## config.mk

```make
export PLATFORM = sky130hd
export DESIGN_NAME = serial_adder_ctrl
export DESIGN_NICKNAME = d
export VERILOG_FILES = /design/src/rtl/serial_adder_ctrl.sv
export SDC_FILE = /design/constraint.sdc
export NUM_CORES = 1
export LEC_CHECK = 0
export CAP_MARGIN = 5
export CORE_ASPECT_RATIO = 1.1
export CORE_MARGIN = 2
export CORE_UTILIZATION = 45
export CTS_CLUSTER_SIZE = 30
export DETAILED_ROUTE_END_ITERATION = 16
export PLACE_DENSITY = 0.7
export RECOVER_POWER = 50
export SETUP_SLACK_MARGIN = 0.4
export SKIP_LAST_GASP = 1
export SYNTH_ARGS = -nofsm -noshare
export SYNTH_HDL_FRONTEND = slang
export SYNTH_SLANG_ARGS = --single-unit
```

## constraint.sdc

```tcl
create_clock -name i_Clk -period 1.5 [get_ports i_Clk]
set_clock_uncertainty 0.05 [all_clocks]
set_input_delay 0.3 -clock i_Clk [delete_from_list [all_inputs] [get_ports i_Clk]]
set_output_delay 0.3 -clock i_Clk [all_outputs]
set_load 0.005 [all_outputs]
```

## src/rtl/serial_adder_ctrl.sv

```systemverilog
// Bit-serial add/subtract sequencer around a single 1-bit full adder.
// Operands are latched on Start and fed LSB-first; results publish with Done.
module serial_adder_ctrl #(
   parameter int WIDTH = 4
) (
   input  logic             i_Clk,
   input  logic             i_Reset,
   input  logic             i_Start,
   input  logic             i_Sub,
   input  logic [WIDTH-1:0] i_OpA,
   input  logic [WIDTH-1:0] i_OpB,
   output logic             o_Busy,
   output logic             o_Done,
   output logic [WIDTH-1:0] o_Sum,
   output logic             o_Cout,
   output logic             o_Overflow
);

   localparam int CW = (WIDTH > 2) ? $clog2(WIDTH) : 1;

   typedef enum logic [1:0] {
      S_IDLE  = 2'd0,
      S_SHIFT = 2'd1,
      S_DONE  = 2'd2
   } state_t;

   state_t           r_state;
   logic [WIDTH-1:0] r_a;
   logic [WIDTH-1:0] r_b;
   logic [WIDTH-1:0] r_sh;
   logic [CW-1:0]    r_cnt;
   logic             r_carry;
   logic             r_cmsb;
   logic             r_busy;
   logic             r_done;
   logic [WIDTH-1:0] r_sum;
   logic             r_cout;
   logic             r_ovf;

   logic             w_s;
   logic             w_c;
   logic             w_last;

   // One-bit full adder on the current LSBs and the registered carry
   always_comb begin
      w_s    = r_a[0] ^ r_b[0] ^ r_carry;
      w_c    = (r_a[0] & r_b[0]) | (r_a[0] & r_carry) | (r_b[0] & r_carry);
      w_last = (r_cnt == CW'(WIDTH - 1));
   end

   // Sequencer FSM with registered status and result outputs
   always_ff @(posedge i_Clk) begin
      if (i_Reset) begin
         r_state <= S_IDLE;
         r_a     <= '0;
         r_b     <= '0;
         r_sh    <= '0;
         r_cnt   <= '0;
         r_carry <= 1'b0;
         r_cmsb  <= 1'b0;
         r_busy  <= 1'b0;
         r_done  <= 1'b0;
         r_sum   <= '0;
         r_cout  <= 1'b0;
         r_ovf   <= 1'b0;
      end else begin
         r_done <= 1'b0;
         unique case (r_state)
            S_IDLE: begin
               if (i_Start) begin
                  r_a     <= i_OpA;
                  r_b     <= i_Sub ? ~i_OpB : i_OpB;
                  r_carry <= i_Sub;
                  r_cnt   <= '0;
                  r_busy  <= 1'b1;
                  r_state <= S_SHIFT;
               end
            end
            S_SHIFT: begin
               r_carry <= w_c;
               r_sh    <= {w_s, r_sh[WIDTH-1:1]};
               r_a     <= r_a >> 1;
               r_b     <= r_b >> 1;
               r_cnt   <= r_cnt + 1'b1;
               if (w_last) begin
                  // carry into the MSB, kept for signed overflow
                  r_cmsb  <= r_carry;
                  r_state <= S_DONE;
               end
            end
            S_DONE: begin
               r_sum   <= r_sh;
               r_cout  <= r_carry;
               r_ovf   <= r_cmsb ^ r_carry;
               r_done  <= 1'b1;
               r_busy  <= 1'b0;
               r_state <= S_IDLE;
            end
            default: begin
               r_busy  <= 1'b0;
               r_state <= S_IDLE;
            end
         endcase
      end
   end

   assign o_Busy     = r_busy;
   assign o_Done     = r_done;
   assign o_Sum      = r_sum;
   assign o_Cout     = r_cout;
   assign o_Overflow = r_ovf;

endmodule

```

==> results.tsv <==
stage	metric	value	unit
synthesis	sequential share of the synthesized area	47.8	%
worst_setup_path	CP max stage cell	clkdlybuf4s50_1	
cells_and_area	fin cells	176	
routing	WL met3	79	um
cts	Clock Latency Late Sink	320	ps
placed_design	post-DP HPWL	1440	um
global_routing	largest net degree at the start of global routing	15	
routing	DRT iter0 DRCs	13	
synthesis	Mean Syn Cell Area	9.48	um2
power	Static Leak	0.579	nW
cells_and_area	share of post-route cells with drive strength above 1	32.9	%
routing	residual DRC count	0	
placed_design	pre-CTS WS	-111	ps
routing	Pre-Repair DR Iteration Count	4	
routing	Vias	902	
worst_hold_path	hold depth	2	
timing	unrepaired setup endpoints after global routing	yes	
cts	Clock Tree Buf Depth	2	
routing	metal2 WL	1080	um
worst_setup_path	worst r2r path cells	4	
timing	Tmin final	1260	ps
routing	Vias/cell	5.13	
worst_setup_path	critical path cell sequence	clkdlybuf4s50_1, clkbuf_1, o22ai_1	
synthesis	Post-Syn Nets	129	
placed_design	placed cells	162	
cts	Worst-path clk slew	140	ps
status	status	finished, final reports clean	
timing	max_slew headroom	72.1	%
die	standard-cell row count	18	
worst_setup_path	crit path max fanout	11	
cts	H-tree lvl count	1	
timing	post-route worst setup slack	244	ps
synthesis	synthesized cell area	1090	um2
global_routing	initial antenna violation count	0	
worst_setup_path	R2R Path End	r_b[2]	
global_routing	Tot GR Track Use	16.2	%
cts	Clock Sinks	26	
worst_hold_path	Worst Min Path Start	o_Cout	
die	Core ar.	2270	um2
worst_setup_path	CP delay by family, top	buffers and inverters	
worst_setup_path	Reg-to-Reg Start	r_state[1]	
cells_and_area	layout net count	161	
routing	top layer in use	met4	
cts	Root Driver	clkbuf_4	
power	Peak supply drop	0.551	mV
global_routing	first-pass GRT wire length	3590	um
flow_run	MaxCap Viol Count	0	
timing	Final period util	83.8	%
worst_setup_path	Data required, critical path	1660	ps
die	Die Span Y	55.6	um
worst_setup_path	Worst Path Arrival	1410	ps
die	# IOs	20	
die	starting density of the core	47.9	%
die	die area	2830	um2
routing	Final ANT Viol Nets	0	
global_routing	vias in the first global route	828	
synthesis	Synth cell types	29	
power	total power	1.32	mW
cells_and_area	final instance area	1470	um2
routing	total wire length	2190	um
worst_hold_path	Min-Delay Endpoint	o_Cout	
worst_setup_path	r2r setup slk	250	ps
timing	Pins Over Slew Limit	0	
worst_setup_path	max incr delay on CP	580	ps
cells_and_area	n_diodes	0	
worst_setup_path	CP Launch Type	primary input	
worst_setup_path	critical path class	in2reg	
die	Die W	50.9	um
synthesis	Cells after Synth	115	
placed_design	port bufs	19	
timing	Worst-Margin Slew	418	ps
cts	CTS tree	done	
placed_design	Placed Area	1330	um2
worst_setup_path	kind of end point of the critical path	register	
timing	Hold Vio Cnt, Final	0	
routing	drt wl/cell	12.4	um
cells_and_area	Syn-to-layout area delta	35.1	%
power	Power Dens Cells	894	nW/um2
routing	WL met1	983	um
timing	fmax	796	MHz
timing	final setup vio count	0	
worst_setup_path	CP Buf/Inv Count	2	
synthesis	post-synthesis register bit count	26	
cts	CTS buffer count	3	
synthesis	synthesis warning total	0	
placed_design	RD Place Congestion	0.744	
global_routing	grt total ovfl	0	
worst_hold_path	worst hold path type	reg2reg	
cts	CTS Hold Bufs	0	
[Yosys cell counts]
library cell | number | area share, %
inv_2 | 1 | 0.34
mux2i_1 | 5 | 4.6
buf_4 | 3 | 2.1
nand2_1 | 11 | 3.8
o21ba_4 | 1 | 1.5
xnor2_1 | 4 | 3.2
buf_2 | 3 | 1.4
ha_1 | 1 | 1.1
nor3b_2 | 1 | 1.1
nand3_1 | 1 | 0.46
a211oi_1 | 4 | 2.8
fa_1 | 1 | 1.8
a21oi_1 | 6 | 2.8
nand2b_1 | 3 | 1.7
dfxtp_1 | 26 | 48
o22ai_1 | 4 | 2.3
o2bb2ai_1 | 3 | 2.4
a211oi_2 | 2 | 2.3
clkbuf_1 | 1 | 0.34
inv_1 | 2 | 0.69
nor2b_1 | 2 | 1.1
o21ai_0 | 1 | 0.46
a22oi_1 | 6 | 4.1
buf_1 | 1 | 0.34
nor3b_1 | 1 | 0.69
o21bai_2 | 1 | 1.0
nand3b_1 | 1 | 0.69
xor2_1 | 1 | 0.80
nor2_1 | 18 | 6.2
[worst max path at each step]
stage | from | end | slack [ps] | cells past startpoint
2_1_floorplan | r_a[0] | r_sh[3] | 390 | 3
3_3_place_gp | i_Start | r_b[2] | -40 | 4
3_5_place_dp | i_Start | r_b[2] | -110 | 4
4_1_cts | r_a[0] | r_sh[3] | 350 | 3
5_1_grt | i_Reset | r_b[2] | 170 | 3
6_report | i_Reset | r_b[2] | 240 | 3
[cells by family (layout without fill, tap and decap cells)]
group                      after synthesis  count (layout)  share of synthesized area (%)
adders and majority gates                2               2                           2.98
buffers and inverters                   11              42                           5.17
and+or+nand+nor                         38              38                           15.8
xor gates and xnor gates                 5               5                           4.02
AOI/OAI and AO/OA                       28              28                           19.6
DFF                                     26              26                           47.8
muxes                                    5               5                           4.59
[per-stage QoR]
step	util (%)	hold WS (ps)	setup TNS (ps)
6_report	64.7	409	0
5_1_grt	64.7	437	0
4_1_cts	60.4	409	0
3_5_place_dp	58.6	394	-295
3_3_place_gp	58.6	390	-77.1
2_1_floorplan	-	381	0
[flip-flops by register name, indices dropped and copies added, names as in the netlist]
signal,flops
o_Overflow,1
r_cmsb,1
r_state,2
r_b,4
o_Done,1
r_sh,4
r_a,4
r_cnt,2
o_Busy,1
r_carry,1
o_Cout,1
o_Sum,4
[power breakdown]
group          switching (mW)  leakage [nW]  total (mW)  internal [mW]
registers              0.0258         0.217       0.750          0.724
logic                  0.0955         0.341       0.217          0.121
clock network           0.202        0.0210       0.350          0.149
total                   0.323         0.579        1.32          0.994
[layer usage]
metal  track usage (%)  vias to the layer above
met4              8.11                        0
met3              1.61                        6
met1              19.9                      416
met2              27.5                       21
met5                 0                        -
li1                  -                      459
[repair_timing]
item,in CTS,in global routing
gates resized for setup,48,17
pin swaps,4,9
setup buffers,2,7
cloned,0,1
setup endpoints to repair,31,29
[cells in the final DEF, fill, tap and decap left out, types with 3 or more instances in the layout]
master / n
buf_2: 8
a22oi_2: 3
a211oi_2: 3
nor2_1: 18
dfxtp_1: 16
a21oi_1: 6
mux2i_1: 5
clkbuf_1: 3
clkdlybuf4s50_1: 10
a22oi_1: 3
clkbuf_4: 3
xnor2_1: 4
dfxtp_2: 9
a211oi_1: 3
nand2_1: 11
o22ai_1: 4
buf_4: 9
[final cells by class]
type,count,area [um2]
multi-input cells,78,567
fillers,193,802
inverters,3,11.3
flip-flops and latches,26,536
repair buffers,35,285
well taps,30,37.5
clock buffers,4,36.3
[tightest hold or removal path: stages, from the launching register on]
cell,delay (ps)
dfxtp_2,340
nand2_1,40
a21oi_1,50
Power figures use the tool's default switching activity.
